File: src/rtl/tick_pkg.sv
// Shared constants and helpers for the watch timebase generators.
package tick_pkg;

  localparam int unsigned CLK_HZ   = 100_000_000;
  localparam int unsigned DIV_MIN  = 2;
  localparam int unsigned DIV_1HZ  = CLK_HZ;
  localparam int unsigned DIV_2HZ  = CLK_HZ / 2;
  localparam int unsigned DIV_1KHZ = CLK_HZ / 1000;

  typedef enum logic {
    IDLE    = 1'b0,
    PENDING = 1'b1
  } pend_e;

  // A divisor below 2 would leave no room for a wrap, so it is raised to 2.
  function automatic logic [31:0] div_clamp(input logic [31:0] v);
    return (v < DIV_MIN) ? DIV_MIN : v;
  endfunction

endpackage

File: src/rtl/tick_gen.sv
// Reloadable clock-enable timebase: one-cycle tick per divisor period.
// Optional square-wave output enabled by defining TICK_GEN_SQ_EN.
module tick_gen
  import tick_pkg::*;
#(
  parameter int unsigned CNT_W       = 27,
  parameter int unsigned DIV_DEFAULT = DIV_1HZ
) (
  input  logic             clk,
  input  logic             rst_n,
  input  logic             en,
  input  logic             div_load,
  input  logic [CNT_W-1:0] div_val,
  output logic             div_ack,
  output logic             tick,
  output logic [CNT_W-1:0] cnt
`ifdef TICK_GEN_SQ_EN
  ,
  output logic             sq
`endif
);

  localparam logic [CNT_W-1:0] DIV_RST = CNT_W'(div_clamp(32'(DIV_DEFAULT)));

  logic [CNT_W-1:0] cnt_q, cnt_d;
  logic [CNT_W-1:0] div_act_q, div_act_d;
  logic [CNT_W-1:0] div_shd_q, div_shd_d;
  pend_e            pend_q, pend_d;
  logic             tick_q, tick_d;
  logic             ack_q, ack_d;
  logic             wrap;
  logic             apply;

  assign wrap = (cnt_q == (div_act_q - CNT_W'(1)));

  always_comb begin
    cnt_d     = cnt_q;
    div_act_d = div_act_q;
    div_shd_d = div_shd_q;
    pend_d    = pend_q;
    tick_d    = 1'b0;
    ack_d     = 1'b0;
    apply     = 1'b0;

    if (en) begin
      if (wrap) begin
        cnt_d  = '0;
        tick_d = 1'b1;
        apply  = (pend_q == PENDING);
      end else begin
        cnt_d = cnt_q + CNT_W'(1);
      end
    end else if (pend_q == PENDING) begin
      // While frozen there is no period in flight, so the swap is immediate.
      cnt_d = '0;
      apply = 1'b1;
    end

    if (apply) begin
      div_act_d = div_shd_q;
      ack_d     = 1'b1;
      pend_d    = IDLE;
    end

    // A fresh load always wins over the apply-clear and targets the next wrap.
    if (div_load) begin
      div_shd_d = CNT_W'(div_clamp(32'(div_val)));
      pend_d    = PENDING;
    end
  end

  always_ff @(posedge clk) begin
    if (!rst_n) begin
      cnt_q     <= '0;
      div_act_q <= DIV_RST;
      div_shd_q <= DIV_RST;
      pend_q    <= IDLE;
      tick_q    <= 1'b0;
      ack_q     <= 1'b0;
    end else begin
      cnt_q     <= cnt_d;
      div_act_q <= div_act_d;
      div_shd_q <= div_shd_d;
      pend_q    <= pend_d;
      tick_q    <= tick_d;
      ack_q     <= ack_d;
    end
  end

  assign cnt     = cnt_q;
  assign tick    = tick_q;
  assign div_ack = ack_q;

`ifdef TICK_GEN_SQ_EN
  logic sq_q, sq_d;

  // Tracks the next count so the wave stays aligned with cnt.
  assign sq_d = (cnt_d < (div_act_d >> 1));

  always_ff @(posedge clk) begin
    if (!rst_n) begin
      sq_q <= 1'b1;
    end else begin
      sq_q <= sq_d;
    end
  end

  assign sq = sq_q;
`endif

endmodule

File: config.mk
export PLATFORM = sky130hd
export DESIGN_NAME = tick_gen
export DESIGN_NICKNAME = d
export VERILOG_FILES = /design/src/rtl/tick_pkg.sv /design/src/rtl/tick_gen.sv
export SDC_FILE = /design/constraint.sdc
export NUM_CORES = 1
export LEC_CHECK = 0
export ABC_AREA = 1
export BUFFER_PORTS_ARGS = -buffer_cell sky130_fd_sc_hd__buf_2
export CORE_ASPECT_RATIO = 0.5
export CORE_MARGIN = 10
export CORE_UTILIZATION = 50
export CTS_CLUSTER_DIAMETER = 30
export DETAILED_ROUTE_END_ITERATION = 6
export PLACE_DENSITY = 0.7
export SYNTH_ARGS = -nofsm -noshare
export SYNTH_HDL_FRONTEND = slang
export SYNTH_SLANG_ARGS = --single-unit
File: constraint.sdc
create_clock -name clk -period 2.5 [get_ports clk]
set_clock_uncertainty 0.1 [all_clocks]
set_input_delay 0 -clock clk [delete_from_list [all_inputs] [get_ports clk]]
set_output_delay 0 -clock clk [all_outputs]
set_load 0.02 [all_outputs]
==> metrics.yaml, run 1 <==
status: "complete, no violations"
drtAntennaViolNets: 0
ys_warn_count: 0
end_kind: "flop"
place_ws_ns: 0.155
synth.largest_area_cell: "dfxtp_1"
antenna_found_initial: 0
place_congestion: 0.920
fin_ws_ns: 0.147
antenna_cells: 0
multi_input_area_sq_um: 2870
wl_per_cell_um: 14.2
synth_fp_nets: 784
register_area_sq_um: 1680
synth_cell_types: 33
arrival_ns: 2.49
syn_area_per_cell_sq_um: 6.60
async_flop_share_pct: 0
globalRouteOverflowTotal: 0
dpl.hpwl_mm: 9.59
fin_crit_ns: 2.35
die_y_um: 90.4
p_per_area_nw_per_um2: 534
yosys_register_bits: 84
final-setup-viol-count: 0
initial_core_util_pct: 51.9
min_period_over_period_pct: 94.1
clk_pin_slew_ns: 0.07
cts_tree: "yes"
via_per_inst: 5.19
portBuffers: 59
synth_area_sq_um: 4960
cts_made_buffers: 9
final_nets: 880
rsz0062_at_grt: "true"
grt_max_degree: 45
synthesis.instances: 751
cap_violations: 0
clock_sinks: 84
die_area_sq_um: 14500
path_max_fanout: 13
clock_path_buffers: 2
crit_type: "reg2reg"
ios: 60
ir_drop_mv: 0.313
report.final.hold_viol_count: 0
core_area_sq_um: 9540
setup-tns-final_ns: 0
grt_pass1_wl_mm: 23.1
syn_to_final_growth_pct: 24.7
fmax_mhz: 425
fill_cells: 877
relSlewSlack_pct: 57.7
p_leak_nw: 2.79
post-route-util_pct: 64.8
cts_max_level: 3
yosysSeqAreaShare_pct: 33.9
first_global_vias: 4682
worst_setup_path_start_kind: "flop"
rows: 25
drt_iter0_markers: 443
total_power_mw: 3.30
synth_area_leaders: "dfxtp_1 (34%), nand2_1 (14%), nand3_1 (9.4%), nor2_1 (6.6%), inv_1 (5.8%)"
hold_class: "in2reg"
clk_latency_ns: 0.35
ys.flop_type: "dfxtp_1"
drc: 0
tightest_slew_ns: 0.635
slew_violations: 0
final_layout_size_suffix_gt1_share_pct: 15.3
synth-edff-count: 0
cts_root_buf: "clkbuf_16"
netlist.area_leader.share_pct: 33.9
die_w_um: 161
vias: 5126
drtPass1Iterations: 5
grtUsageTotal_pct: 18.9
drt_wl_total_mm: 14.0
worstPathRequired_ns: 2.64
cell type report:
type / instances / share of cell area, %
inverters: 80 / 4.86
well taps: 135 / 2.73
clock inverters: 6 / 0.911
repair buffers: 119 / 14.0
flip-flops and latches: 84 / 27.2
clock buffers: 10 / 3.87
multi-input cells: 553 / 46.4
what timing repair did:
item | 4_1_cts | 5_1_grt
hold endpoints to repair | 27 | 0
resized for setup | 0 | 20
endpoints found under the setup margin | 0 | 56
hold buffers | 37 | 0
setup buffers | 0 | 5
power breakdown:
part,switching [mW],internal (mW)
clock,0.612,0.722
sequential,0.0557,1.40
combinational,0.303,0.211
total,0.971,2.33
synth_stat cells (4+ instances only):
library cell,instances
nor3_1,4
dfxtp_1,84
buf_2,5
nand4_1,13
clkbuf_1,19
nor4_1,6
a211oi_1,10
xnor2_1,8
nor2_1,87
nand3b_1,18
xor2_1,33
inv_1,77
nand3_1,93
o21ai_0,15
nor2_2,4
a21oi_1,54
buf_6,8
nand2_1,186
worst max-delay path, stage by stage (launching register included):
cell	delay, ns
dfxtp_1	0.31
inv_1	0.12
buf_4	0.14
nand3_4	0.12
nor2_4	0.24
buf_4	0.15
nand3_1	0.08
xor2_1	0.18
nand2_1	0.09
nor2_2	0.16
nand3_4	0.13
nand2_8	0.12
buf_12	0.14
nand3_1	0.07
nand2_1	0.08
nor2_1	0.04
registers in the layout, indices dropped and copies added (netlist names):
name and cells:
div_ack 1, cnt 27, div_shd_q 27, div_act_q 27
tick 1, pend_q 1
per-layer routing:
metal  vias to the layer above  wire (um)  track usage, %
li1                       2618          -               -
met1                      2303       7130            27.3
met2                       187       5500            26.8
met3                        18       1210            5.37
met4                         0        139            4.37
met5                         -          0               0
cells in the final DEF, fill, tap and decap left out, types with 2 or more instances in the layout:
| cell | instances |
|---|---|
| dlygate4sd3_1 | 37 |
| inv_2 | 2 |
| inv_1 | 76 |
| buf_4 | 20 |
| o21ai_1 | 3 |
| clkinv_1 | 2 |
| nor2_4 | 5 |
| buf_12 | 2 |
| dfxtp_1 | 84 |
| nand4_1 | 13 |
| xor2_1 | 33 |
| inv_8 | 2 |
| nand2_4 | 2 |
| nor2_1 | 78 |
| nor4_1 | 5 |
| nand2_1 | 186 |
| nand3_1 | 92 |
| nand2_2 | 3 |
| nand3b_1 | 18 |
| clkbuf_16 | 9 |
| nand3_4 | 2 |
| a21oi_1 | 54 |
| buf_2 | 59 |
| xnor2_1 | 8 |
| nor3_2 | 3 |
| a211oi_1 | 10 |
| o21ai_0 | 15 |
| clkinv_4 | 2 |
| nor2_2 | 11 |
| nor3_1 | 3 |
per-stage QoR:
stage | cell area [sq um] | hold WS, ns | instances
final | 6180 | 0.0666 | 987
after global routing | 6180 | 0.0955 | 987
after CTS | 6050 | 0.0701 | 981
after detailed placement | 5380 | 0.147 | 928
after global placement | 5380 | 0.136 | 928
after floorplan | 4960 | 0.0263 | 751
path summary, 6_finish.rpt:
path         depth (start not counted)  slack, ns                          to                        from
min reg2reg                          2       0.37  div_shd_q[24]$_SDFFE_PN1P_  div_shd_q[24]$_SDFFE_PN1P_
max reg2reg                         15       0.15   div_act_q[3]$_SDFFE_PN0P_   div_act_q[1]$_SDFFE_PN0P_
min                                  3       0.07  div_shd_q[21]$_SDFFE_PN1P_                       rst_n
max                                 15       0.15   div_act_q[3]$_SDFFE_PN0P_   div_act_q[1]$_SDFFE_PN0P_
cells by family after synthesis:
kind of cell | Yosys count | synth area share, %
AND/OR/NAND/NOR | 424 | 38.7
XOR/XNOR | 42 | 7.70
buffers and inverters | 115 | 10.0
AO/OA/AOI/OAI | 84 | 9.11
adder cells (fa/ha/maj) | 2 | 0.505
flip-flops | 84 | 33.9
(Power assumes the default switching activity.)
==> run 2: changes to the inputs <==
--- a/config.mk
+++ b/config.mk
@@ -13,6 +13,7 @@
 export CTS_CLUSTER_DIAMETER = 30
 export DETAILED_ROUTE_END_ITERATION = 6
 export PLACE_DENSITY = 0.7
+export RECOVER_POWER = 25
 export SYNTH_ARGS = -nofsm -noshare
 export SYNTH_HDL_FRONTEND = slang
 export SYNTH_SLANG_ARGS = --single-unit
==> metrics.yaml, run 2 (synthesis gave the netlist of run 1 again) <==
status: "finished with violations"  # was complete, no violations
violations: "max-capacitance violations, max-slew violations"
total_power_mw: 3.30  # about the same
crit_type: "reg2reg"  # unchanged
final_common_cell: "nand2_1"  # unchanged
cpPeakStageDelay_ns: 0.31  # about the same
path_cells: "inv_1, buf_4, nand3_4, nor2_4, buf_4, nand3_1, xor2_1, nand2_1, nor2_2, nand3_4, nand2_8, buf_12, nand3_1, nand2_1, nor2_1"  # unchanged
fmax_mhz: 424  # was 425 MHz
ios: 60  # unchanged
path_max_fanout: 13  # unchanged
antenna_cells: 0  # unchanged
place_ws_ns: 0.155  # unchanged
final-setup-viol-count: 0  # unchanged
ir_drop_mv: 0.314  # was 0.313 mV
final_nets: 880  # unchanged
rows: 25  # unchanged
cts_tree: "yes"  # unchanged
antenna_found_initial: 0  # unchanged
worstPathRequired_ns: 2.64  # about the same
grtUsageTotal_pct: 18.9  # unchanged
hold_class: "in2reg"  # unchanged
syn_to_final_growth_pct: 24.3  # was 24.7%
clock_sinks: 84  # unchanged
slew_violations: 43  # was 0
fill_cells: 882  # was 877
cpLargestDelayFamily: "simple AND/OR/NAND/NOR gates"  # unchanged
grt_pass1_wl_mm: 23.1  # unchanged
grt_max_degree: 45  # unchanged
drc: 0  # unchanged
place_congestion: 0.920  # unchanged
first_global_vias: 4682  # unchanged
die_area_sq_um: 14500  # unchanged
tightest_slew_ns: 1.62  # was 0.635 ns
via_per_inst: 5.16  # was 5.19
clk_latency_ns: 0.35  # about the same
end_kind: "flop"  # unchanged
drtPass1Iterations: 7  # was 5
wl_per_cell_um: 14.2  # about the same
drtAntennaViolNets: 0  # unchanged
cap_violations: 1  # was 0
rsz0062_at_grt: "true"  # unchanged
final_cell_mix: "nand2_1 (186), nand3_1 (92), dfxtp_1 (84)"  # unchanged
whs_ns: 0.0638  # was 0.0666 ns
globalRouteOverflowTotal: 0  # unchanged
drt_iter0_markers: 429  # was 443
fin_ws_ns: 0.142  # was 0.147 ns
register_area_sq_um: 1680  # unchanged
die_w_um: 161  # unchanged
final_layout_size_suffix_gt1_share_pct: 13.6  # was 15.3%
p_leak_nw: 2.73  # was 2.79 nW
cts_root_buf: "clkbuf_16"  # unchanged
cts_max_level: 3  # unchanged
whs_path_depth: 3  # unchanged
fin_crit_ns: 2.36  # was 2.35 ns
arrival_ns: 2.49  # about the same
initial_core_util_pct: 51.9  # unchanged
clk_pin_slew_ns: 0.07  # about the same
drt_wl_total_mm: 14.0  # about the same
p_per_area_nw_per_um2: 536  # was 534 nW/um^2
crit_path_top_delay_cell: "dfxtp_1"  # unchanged
die_y_um: 90.4  # unchanged
min_period_over_period_pct: 94.3  # was 94.1%
multi_input_area_sq_um: 2870  # unchanged
cts_made_buffers: 9  # unchanged
reg2reg_depth: 15  # unchanged
worst-path-buf-inv: 4  # unchanged
report.final.hold_viol_count: 0  # unchanged
relSlewSlack_pct: -7.85  # was 57.7%
worst_setup_path_start_kind: "flop"  # unchanged
vias: 5095  # was 5126
clock_path_buffers: 2  # unchanged
core_area_sq_um: 9540  # unchanged
portBuffers: 59  # unchanged
crit_cells: 15  # unchanged
setup-tns-final_ns: 0  # unchanged
dpl.hpwl_mm: 9.59  # unchanged
==> run 2: changes by cell type in the layout (fill, tap and decap cells not counted) <==
| cell | change |
|---|---|
| buf_4 | -1 |
| clkbuf_1 | +14 |
| buf_2 | -13 |
==> run 2: through the flow <==
stage | instance area, sq um | cells | util (%)
after floorplan | 4960 | 751 | -
after global placement | 5380 | 928 | 56.4
after detailed placement | 5380 | 928 | 56.4
after CTS | 6050 | 981 | 63.4
after global routing | 6160 | 987 | 64.6
final | 6160 | 987 | 64.6
==> run 2: where the power goes <==
| group | switching, mW | total, mW | internal (mW) |
|---|---|---|---|
| registers | 0.0558 | 1.45 | 1.40 |
| logic | 0.302 | 0.512 | 0.210 |
| clock network | 0.612 | 1.33 | 0.722 |
==> run 2: cell type report <==
type                            count  area share, %
Tap cell                          135           2.74
Sequential cell                    84           27.3
Inverter                           80           4.88
Timing Repair Buffer              119           13.8
Clock buffer                       10           3.88
Clock inverter                      6          0.914
Multi-Input combinational cell    553           46.5
==> run 2: worst paths after layout <==
check | from | to | slack (ns)
worst max-delay path | div_act_q[1]$_SDFFE_PN0P_ | div_act_q[3]$_SDFFE_PN0P_ | 0.14
worst min-delay path | rst_n | div_shd_q[8]$_SDFFE_PN1P_ | 0.06
worst max register to register | div_act_q[1]$_SDFFE_PN0P_ | div_act_q[3]$_SDFFE_PN0P_ | 0.14
worst min register to register | div_shd_q[24]$_SDFFE_PN1P_ | div_shd_q[24]$_SDFFE_PN1P_ | 0.37
==> run 2: timing repair <==
item,CTS,global route
hold endpoints to repair,27,0
setup buffers,0,5
endpoints found under the setup margin,0,56
gates resized for setup,0,20
hold buffers,37,0
==> run 2: worst reg2reg max path, delay by kind of cell, from the launching register on <==
kind          cells  cell delay, ns
xor+xnor          1            0.18
buf+inv           4            0.55
flops             1            0.31
simple gates     10            1.12
==> run 2: per-layer routing <==
layer  global-route usage (%)  wire [um]  up-vias
met5                        0          0        -
met4                     4.37        117        0
met3                     5.37       1190       12
met2                     26.8       5540      167
met1                     27.3       7130     2301
li1                         -          -     2615
